==> src/rtl/pcpi_approx_mul_seq.sv <==
// pcpi_approx_mul_seq: PCPI coprocessor on the custom-0 opcode. It shares one
// SCDM8_51 approximate 8x8 multiplier across the four byte lanes, one lane per
// cycle, and holds the CPU with pcpi_wait while it iterates.
// Optional feature: define APPROX_MUL_DOT_EN to decode funct3=011 as DOT
// (the four lane products summed, zero-extended).

// SCDM8_51: unsigned 8x8 approximate multiplier. Every partial product drops
// its four least-significant bits before accumulation, so the result never
// exceeds the exact product.
module SCDM8_51 (
  input  logic [7:0]  c,
  input  logic [7:0]  d,
  output logic [15:0] resultX
);
  // truncated shift-and-add accumulation
  always_comb begin
    resultX = '0;
    for (int i = 0; i < 8; i++)
      if (d[i]) resultX = resultX + (({8'b0, c} << i) & 16'hFFF0);
  end
endmodule

module pcpi_approx_mul_seq #(
  parameter logic [6:0] FUNCT7 = 7'b000_0001
) (
`ifdef USE_POWER_PINS
  inout  wire         vdd,
  inout  wire         vss,
`endif
  input  logic        clk,
  input  logic        resetn,
  input  logic        pcpi_valid,
  input  logic [31:0] pcpi_insn,
  input  logic [31:0] pcpi_rs1,
  input  logic [31:0] pcpi_rs2,
  output logic        pcpi_wr,
  output logic [31:0] pcpi_rd,
  output logic        pcpi_wait,
  output logic        pcpi_ready
);
  typedef enum logic [1:0] {IDLE, MUL, RESP, FLUSH} state_t;

  state_t            state_q, state_d;
  logic [1:0]        lane_q, lane_d;
  logic [31:0]       rs1_q, rs2_q;
  logic [2:0]        f3_q;
  logic [3:0][15:0]  p_q, p_d;
  logic [31:0]       rd_q, rd_d;
  logic              wr_q, wait_q, ready_q;
  logic              wait_d, ready_d;
  logic              f3_ok, hit;
  logic [1:0]        last_lane;
  logic [15:0]       prod;

  // Register fields that take no part in decode.
  logic unused_insn;
`ifdef USE_POWER_PINS
  assign unused_insn = ^{pcpi_insn[24:15], pcpi_insn[11:7], vdd, vss};
`else
  assign unused_insn = ^{pcpi_insn[24:15], pcpi_insn[11:7]};
`endif

  // decode: supported funct3 values of this unit
  always_comb begin
    f3_ok = 1'b0;
    case (pcpi_insn[14:12])
      3'b000, 3'b001, 3'b010: f3_ok = 1'b1;
`ifdef APPROX_MUL_DOT_EN
      3'b011:                 f3_ok = 1'b1;
`endif
      default:                f3_ok = 1'b0;
    endcase
  end

  assign hit = pcpi_valid && (pcpi_insn[6:0] == 7'b000_1011) &&
               (pcpi_insn[31:25] == FUNCT7) && f3_ok;

  // Dual multiply only needs the two low lanes.
  assign last_lane = (f3_q == 3'b000) ? 2'd1 : 2'd3;

  // The single shared multiplier, fed from the latched operand byte of the current lane.
  SCDM8_51 u_mul (
    .c       (rs1_q[{lane_q, 3'b000} +: 8]),
    .d       (rs2_q[{lane_q, 3'b000} +: 8]),
    .resultX (prod)
  );

  // state register
  always_ff @(posedge clk or negedge resetn) begin
    if (!resetn) begin
      state_q <= IDLE;
      lane_q  <= 2'd0;
    end else begin
      state_q <= state_d;
      lane_q  <= lane_d;
    end
  end

  // next-state: walk the lanes, then one RESP and one FLUSH cycle
  always_comb begin
    state_d = state_q;
    lane_d  = lane_q;
    case (state_q)
      IDLE:  if (hit) begin
               state_d = MUL;
               lane_d  = 2'd0;
             end
      MUL:   if (lane_q == last_lane) state_d = RESP;
             else                     lane_d  = lane_q + 2'd1;
      RESP:  state_d = FLUSH;
      FLUSH: state_d = IDLE;
      default: state_d = IDLE;
    endcase
  end

  // Outputs are registered, so they are derived from the next state. The
  // result is formed from the product set including the lane captured on the
  // same edge that enters RESP.
  always_comb begin
`ifdef APPROX_MUL_DOT_EN
    logic [17:0] dot_sum;
`endif
    p_d = p_q;
    if (state_q == MUL) p_d[lane_q] = prod;
`ifdef APPROX_MUL_DOT_EN
    dot_sum = {2'b0, p_d[0]} + {2'b0, p_d[1]} + {2'b0, p_d[2]} + {2'b0, p_d[3]};
`endif
    wait_d  = (state_d == MUL);
    ready_d = (state_d == RESP);
    rd_d    = rd_q;
    if (state_q == MUL && state_d == RESP) begin
      case (f3_q)
        3'b000:  rd_d = {p_d[1], p_d[0]};
        3'b001:  rd_d = {p_d[3][7:0], p_d[2][7:0], p_d[1][7:0], p_d[0][7:0]};
        3'b010:  rd_d = {p_d[3][15:8], p_d[2][15:8], p_d[1][15:8], p_d[0][15:8]};
`ifdef APPROX_MUL_DOT_EN
        3'b011:  rd_d = {14'd0, dot_sum};
`endif
        default: rd_d = rd_q;
      endcase
    end
  end

  // datapath and output registers; operands latched once at acceptance
  always_ff @(posedge clk or negedge resetn) begin
    if (!resetn) begin
      rs1_q   <= '0;
      rs2_q   <= '0;
      f3_q    <= '0;
      p_q     <= '0;
      rd_q    <= '0;
      wr_q    <= 1'b0;
      wait_q  <= 1'b0;
      ready_q <= 1'b0;
    end else begin
      if (state_q == IDLE && hit) begin
        rs1_q <= pcpi_rs1;
        rs2_q <= pcpi_rs2;
        f3_q  <= pcpi_insn[14:12];
      end
      p_q     <= p_d;
      rd_q    <= rd_d;
      wr_q    <= ready_d;
      wait_q  <= wait_d;
      ready_q <= ready_d;
    end
  end

  assign pcpi_wr    = wr_q;
  assign pcpi_rd    = rd_q;
  assign pcpi_wait  = wait_q;
  assign pcpi_ready = ready_q;
endmodule

==> config.mk <==
export PLATFORM = sky130hd
export DESIGN_NAME = pcpi_approx_mul_seq
export DESIGN_NICKNAME = d
export VERILOG_FILES = /design/src/rtl/pcpi_approx_mul_seq.sv
export SDC_FILE = /design/constraint.sdc
export NUM_CORES = 1
export LEC_CHECK = 0
export CAP_MARGIN = 5
export CELL_PAD_IN_SITES_DETAIL_PLACEMENT = 1
export CELL_PAD_IN_SITES_GLOBAL_PLACEMENT = 2
export CORE_UTILIZATION = 30
export DETAILED_ROUTE_END_ITERATION = 10
export DONT_BUFFER_PORTS = 1
export HOLD_SLACK_MARGIN = 0.15
export PLACE_DENSITY_LB_ADDON = 0.08
export SLEW_MARGIN = 20
export SYNTH_ARGS = -nofsm -noshare
export SYNTH_HDL_FRONTEND = slang
export SYNTH_SLANG_ARGS = --single-unit
==> constraint.sdc <==
create_clock -name clk -period 14.8 [get_ports clk]
set_input_delay 2.96 -clock clk [delete_from_list [all_inputs] [get_ports clk]]
set_output_delay 2.96 -clock clk [all_outputs]
set_load 0.02 [all_outputs]
# Yosys cells after proc, flatten, opt, wreduce, memory -nomap -nowiden
# Cells that the tools add are included.
[word_totals]
reg_bits = 169
latch_bits = 0
ramBits = 0
rom_bits = 0
input_bits = 99
out_inout_bits = 35
wordCells = 73
mem_count = 0
[classes]
addsub = 8
mul = 0
div = 0
n_lt_le_gt_ge = 2
n_eq_ne = 14
shifts = 2
muxes = 21
bitwise = 0
reduce_logical = 14
[ops]
columns = ["cell", "count"]
rows = [
  ["$mux W16", 8],
  ["$pmux W32 S3", 1],
  ["$bwmux W64", 1],
  ["$mux W64", 1],
  ["$shiftx A32 B6 Y8", 2],
  ["$demux W16 S2", 1],
  ["$add A16 B10 Y16", 1],
  ["$add A16 B11 Y16", 1],
  ["$add A16 B12 Y16", 1],
  ["$add A16 B13 Y16", 1],
  ["$add A16 B14 Y16", 1],
  ["$add A16 B15 Y16", 1],
  ["$add A16 B9 Y16", 1],
  ["$mux W2", 5],
  ["$mux W8", 1],
  ["$pmux W2 S4", 1],
  ["$eq A7 B1 Y1 const B", 1],
  ["$eq A7 B4 Y1 const B", 1],
  ["$eq A2 B2 Y1 const B", 3],
  ["$eq A3 B1 Y1 const B", 2],
  ["$eq A3 B2 Y1 const B", 2],
  ["$logic_and A1 B1 Y1", 6],
  ["$logic_not A3 Y1", 2],
  ["$eq A2 B1 Y1 const B", 2],
  ["other kinds (13)", 14],
]

# Logic depth before layout (Yosys ltp)
[depth]
depth_word = 19
depth_mapped = 48

# Modules after synthesis
# Synthesis repeated with hierarchy kept, for this count alone.
[hier_totals]
hier_cells = 966
hier_area_um2 = 10961.8
[by_module_without_submodules]
columns = ["module", "n_inst", "cells_each", "area_each_um2", "seq_area_each_um2"]
rows = [
  ["pcpi_approx_mul_seq", 1, 568, 8066.5, 4229.1],
  ["SCDM8_51", 1, 398, 2895.3, 0.0],
]

# Worst setup path before layout
# Ideal clock, no wire load.
[synth_path]
path_type = "register to register"
start = "reg lane_q[0]"
end = "reg rd_q[30] (netlist: pcpi_rd[30])"
arrival_time_ns = 10.803
setup_slack_ns = 3.874
stages_incl_launch_ff = 45
synth_period_minus_slack_ns = 10.926
cell_sequence = "dfrtp_1 buf_6 buf_2 buf_1 mux4_2 ha_1 ha_1 inv_1 a211oi_1 a31o_2 a32oi_1 inv_1 ha_1 a21oi_1 xnor2_1 a21oi_1 nand3_2 ha_1 [9 not listed] mux2_2 ha_1 o311a_1 a2111oi_0 inv_1 ha_1 a2111oi_0 nor2_1 xor2_1 mux2_2 ha_1 or2_2 o31a_1 a21o_1 a31oi_1 a211oi_1 a2111o_1 o221a_2"
[synth_between]
elab_chain_len = 19
word_cells_on_any_way = 31
classes_between = "7 x add/sub; 2 x order compare; 2 x eq/ne; 2 x shift; 15 x mux; 3 x reduce/logical"
[synth_rtl]
columns = ["item", "line_no", "text"]
rows = [
  ["start: declaration", "44", "logic [1:0] lane_q, lane_d;"],
  ["start signal: assignment", "95", "lane_q <= lane_d;"],
  ["$shiftx A32 B6 Y8, on equally long branches", "83, 84", ""],
  ["$mux W8", "19", "if (d[i]) resultX = resultX + (({8'b0, c} << i) & 16'hFFF0);"],
  ["$add A16 B9 Y16", "19", ""],
  ["$mux W16", "19", ""],
  ["$add A16 B10 Y16", "19", ""],
  ["$mux W16", "19", ""],
  ["$add A16 B11 Y16", "19", ""],
  ["$mux W16", "19", ""],
  ["[3 not listed]", "--", ""],
  ["$mux W16", "19", ""],
  ["$add A16 B14 Y16", "19", ""],
  ["$mux W16", "19", ""],
  ["$add A16 B15 Y16", "19", ""],
  ["$mux W16", "19", ""],
  ["$bwmux W64", "124", "if (state_q == MUL) p_d[lane_q] = prod;"],
  ["$mux W64", "124", ""],
  ["$pmux W32 S3", "132", "case (f3_q)"],
  ["end signal: assignment", "162", "rd_q <= rd_d;"],
  ["end: declaration", "48", "logic [31:0] rd_q, rd_d;"],
]
# Several ways; a longest one is shown, not always the timed one.
# A chain may end at the register's enable or synchronous reset.

==> results by group <==
Placement
  – GPL Wtd Cong: 0.766
  – Placed cell area: 10700 sq um
  – Port bufs: 0
  – Cell total after placement: 1435
  – Hpwl dp: 22600 um

Pwr
  – PwrDens: 105 nW/um^2
  – Worst VDD drop: 0.0784 mV
  – LEAKAGE: 5.08 nW
  – Overall power: 1.18 mW

STA
  – Final min period: 13.07 ns
  – RSZ-0062 raised after global routing: no
  – Headroom to the max-slew limit: 25.8%
  – Final number of setup-violating endpoints: 0
  – Fmax achieved: 76.5 MHz
  – Hold Fails Final Rpt: 0
  – Fin. max-slew vios: 0
  – Worst slew pin tran: 1.08 ns
  – Fin crit share: 88.3%
  – Clock Skews: 0.0139 ns
  – Setup_tns: 0 ns

Synthesis
  – Number of synthesized flops with an enable pin: 0
  – Ys Warns: 0
  – Largest family of logic cells by synthesized area: compound AO/OA/AOI/OAI gates
  – Ranking of synthesized cells by area: dfrtp_1, mux2_2, ha_1
  – Area fraction of the dominant cell type after synthesis: 41.3%
  – Syn_nets: 1184
  – Largest area contributor in the netlist: dfrtp_1
  – Post-synthesis simple-gate area fraction: 13.4%
  – Synth Area per Inst: 9.96 sq um
  – #FFs+latches synth: 169
  – Async SR Flop Fraction: 100%
  – Synth cell types: 82
  – Sequential fraction of the synthesis area: 41.3%
  – Post-synth top flop: dfrtp_1
  – Mapped Area: 10200 sq um
  – Post-synthesis adder-cell area fraction: 7.53%
  – Cells after Synth: 1027
  – Multiplexer share of the synthesized area: 13.0%
  – Post-Synth XOR/XNOR Area: 1.80%
  – Post-synthesis compound-gate area fraction: 19.0%

Critical path
  – Startpoint types: flip-flop
  – Setup crit end kind: flip-flop
  – CP bufs+invs: 4
  – Most frequent CP cell: ha_1
  – Worst path required time: 15.13 ns
  – CP arrival: 13.40 ns
  – Slowest CP cell: a2111oi_0
  – CP top delay family: compound AO/OA/AOI/OAI gates
  – Largest stage delay on the critical path: 0.87 ns
  – Maximum fanout along the worst path: 16
  – Critical path class: reg -> reg

Die
  – Floorplan row count: 67
  – # IOs: 134
  – Die Ht: 187 um
  – Area of the die: 34800 sq um
  – Initial Util: 30.5%
  – Core area: 33500 sq um
  – Die Wd: 187 um

Global routing
  – Vias in the first global route: 8333
  – GRT Residual Overflow: 0
  – First-pass GRT wire length: 50300 um
  – Largest net degree at the start of global routing: 170
  – Total track usage: 18.8%
  – Initial antenna violation count: 7

Run
  – Max Cap Viol: 0

CTS
  – H-tree levels: 4
  – TritonCTS clock tree: built
  – Cts bufs inserted: 17
  – Sink Count: 169
  – Clock buffer depth: 2
  – CTS-repair resized insts: 0
  – Worst-Skew Late Latency: 0.45 ns
  – Setup bufs post-CTS: 0
  – Hold_buf cts: 0
  – Clk pin slew, worst setup/hold paths: 0.07 ns
  – Clock root buffer: clkbuf_16

Hold path
  – Min-delay worst type: reg -> reg

Drt
  – Detailed Route WL: 31400 um
  – Post-DRT Antenna Nets: 0
  – DRT iter0 DRCs: 354
  – Pre-antenna DRT Iters: 4
  – Vias post-DR: 7736
  – Vias per cell: 5.27
  – Remaining DRCs: 0
  – Routed wire per std cell: 21.4 um

Final layout
  – Layout cells sized above 1: 15.6%
  – Finished Layout Cells: 1468
  – Design area: 11200 sq um
  – Area growth syn-to-layout: 9.67%
  – Commonest non-fill, non-tap cell in the layout: dfrtp_1
  – Most frequent cells in the layout: dfrtp_1, nand2_1, nor2_1
  – Final net count: 1163

Outcome
  – Status: finished, final reports clean
==> stage by stage <==
step / setup slack, ns / hold slack, ns / utilization (%)
after floorplan: 3.87 / 0.442 / -
after global placement: 1.84 / 0.460 / 31.8
after detailed placement: 1.78 / 0.464 / 31.8
after CTS: 1.71 / 0.479 / 33.4
after global routing: 0.895 / 0.510 / 33.4
final: 1.73 / 0.479 / 33.5
==> path summary, 6_finish.rpt <==
kind | from | end | slack, ns | cells after the start
hold reg to reg | p_q[7] | p_q[7] | 0.48 | 2
setup reg to reg | lane_q[0] | pcpi_rd[30] | 1.73 | 43
max in group asynchronous | resetn | rs2_q[1] | 12.23 | 0
setup / recovery | lane_q[0] | pcpi_rd[30] | 1.73 | 43
min in group asynchronous | resetn | pcpi_rd[12] | 2.21 | 0
hold / removal | p_q[7] | p_q[7] | 0.48 | 2
==> synthesized netlist by cell type, types with 5 or more instances <==
master / count
o31ai_1: 6
o21ai_0: 74
nor2_1: 87
mux2_2: 75
a31oi_1: 18
o22ai_1: 5
or2_2: 5
nand2b_1: 10
o211ai_1: 10
o21a_1: 10
o21ai_1: 6
nand3_1: 12
nor2b_1: 13
inv_1: 40
a221oi_1: 7
or3_1: 8
fa_1: 6
mux4_2: 15
buf_2: 6
clkbuf_1: 39
a21oi_1: 60
xnor2_1: 17
nor3_1: 9
ha_1: 52
a21o_1: 11
a22oi_1: 16
and2_1: 23
mux2i_1: 8
dfrtp_1: 169
a211oi_1: 9
a2111oi_0: 6
nand2_1: 100
==> report_power, final <==
group	switching [mW]	leakage, nW	internal [mW]
combinational	0.107	2.51	0.0592
sequential	0.0741	2.30	0.506
clock	0.186	0.272	0.250
==> worst min-delay path, delay by kind of cell (launching register included) <==
kind            cells  cell delay (ns)
simple gates        1             0.04
flops               1             0.32
compound gates      1             0.07
==> routing by layer <==
| layer | routed length, um | up-vias | track usage [%] |
|---|---|---|---|
| met2 | 13800 | 120 | 28.3 |
| met5 | 28 | - | 0 |
| met4 | 278 | 6 | 4.41 |
| met1 | 15600 | 3895 | 26.6 |
| li1 | - | 3693 | - |
| met3 | 1640 | 22 | 4.97 |
==> registers in the layout (all words and copies together) (netlist names) <==
| signal | count |
|---|---|
| f3_q | 3 |
| lane_q | 2 |
| p_q | 64 |
| pcpi_rd | 32 |
| pcpi_ready | 1 |
| pcpi_wait | 1 |
| rs1_q | 32 |
| rs2_q | 32 |
| state_q | 2 |
==> cells by family after synthesis <==
group | Yosys count
compound gates | 289
xor+xnor | 21
fa+ha+maj | 58
buf+inv | 97
flops | 169
mux | 102
simple gates | 291
==> area by class of cell <==
class / count / area [sq um]
Sequential cell: 169 / 4230
Clock inverter: 9 / 101
Multi-Input combinational cell: 761 / 5610
Inverter: 44 / 165
Timing Repair Buffer: 13 / 97.6
Fill cell: 3829 / 22300
Antenna cell: 3 / 7.51
Tap cell: 448 / 561
Clock buffer: 21 / 450
(Power assumes the default switching activity.)
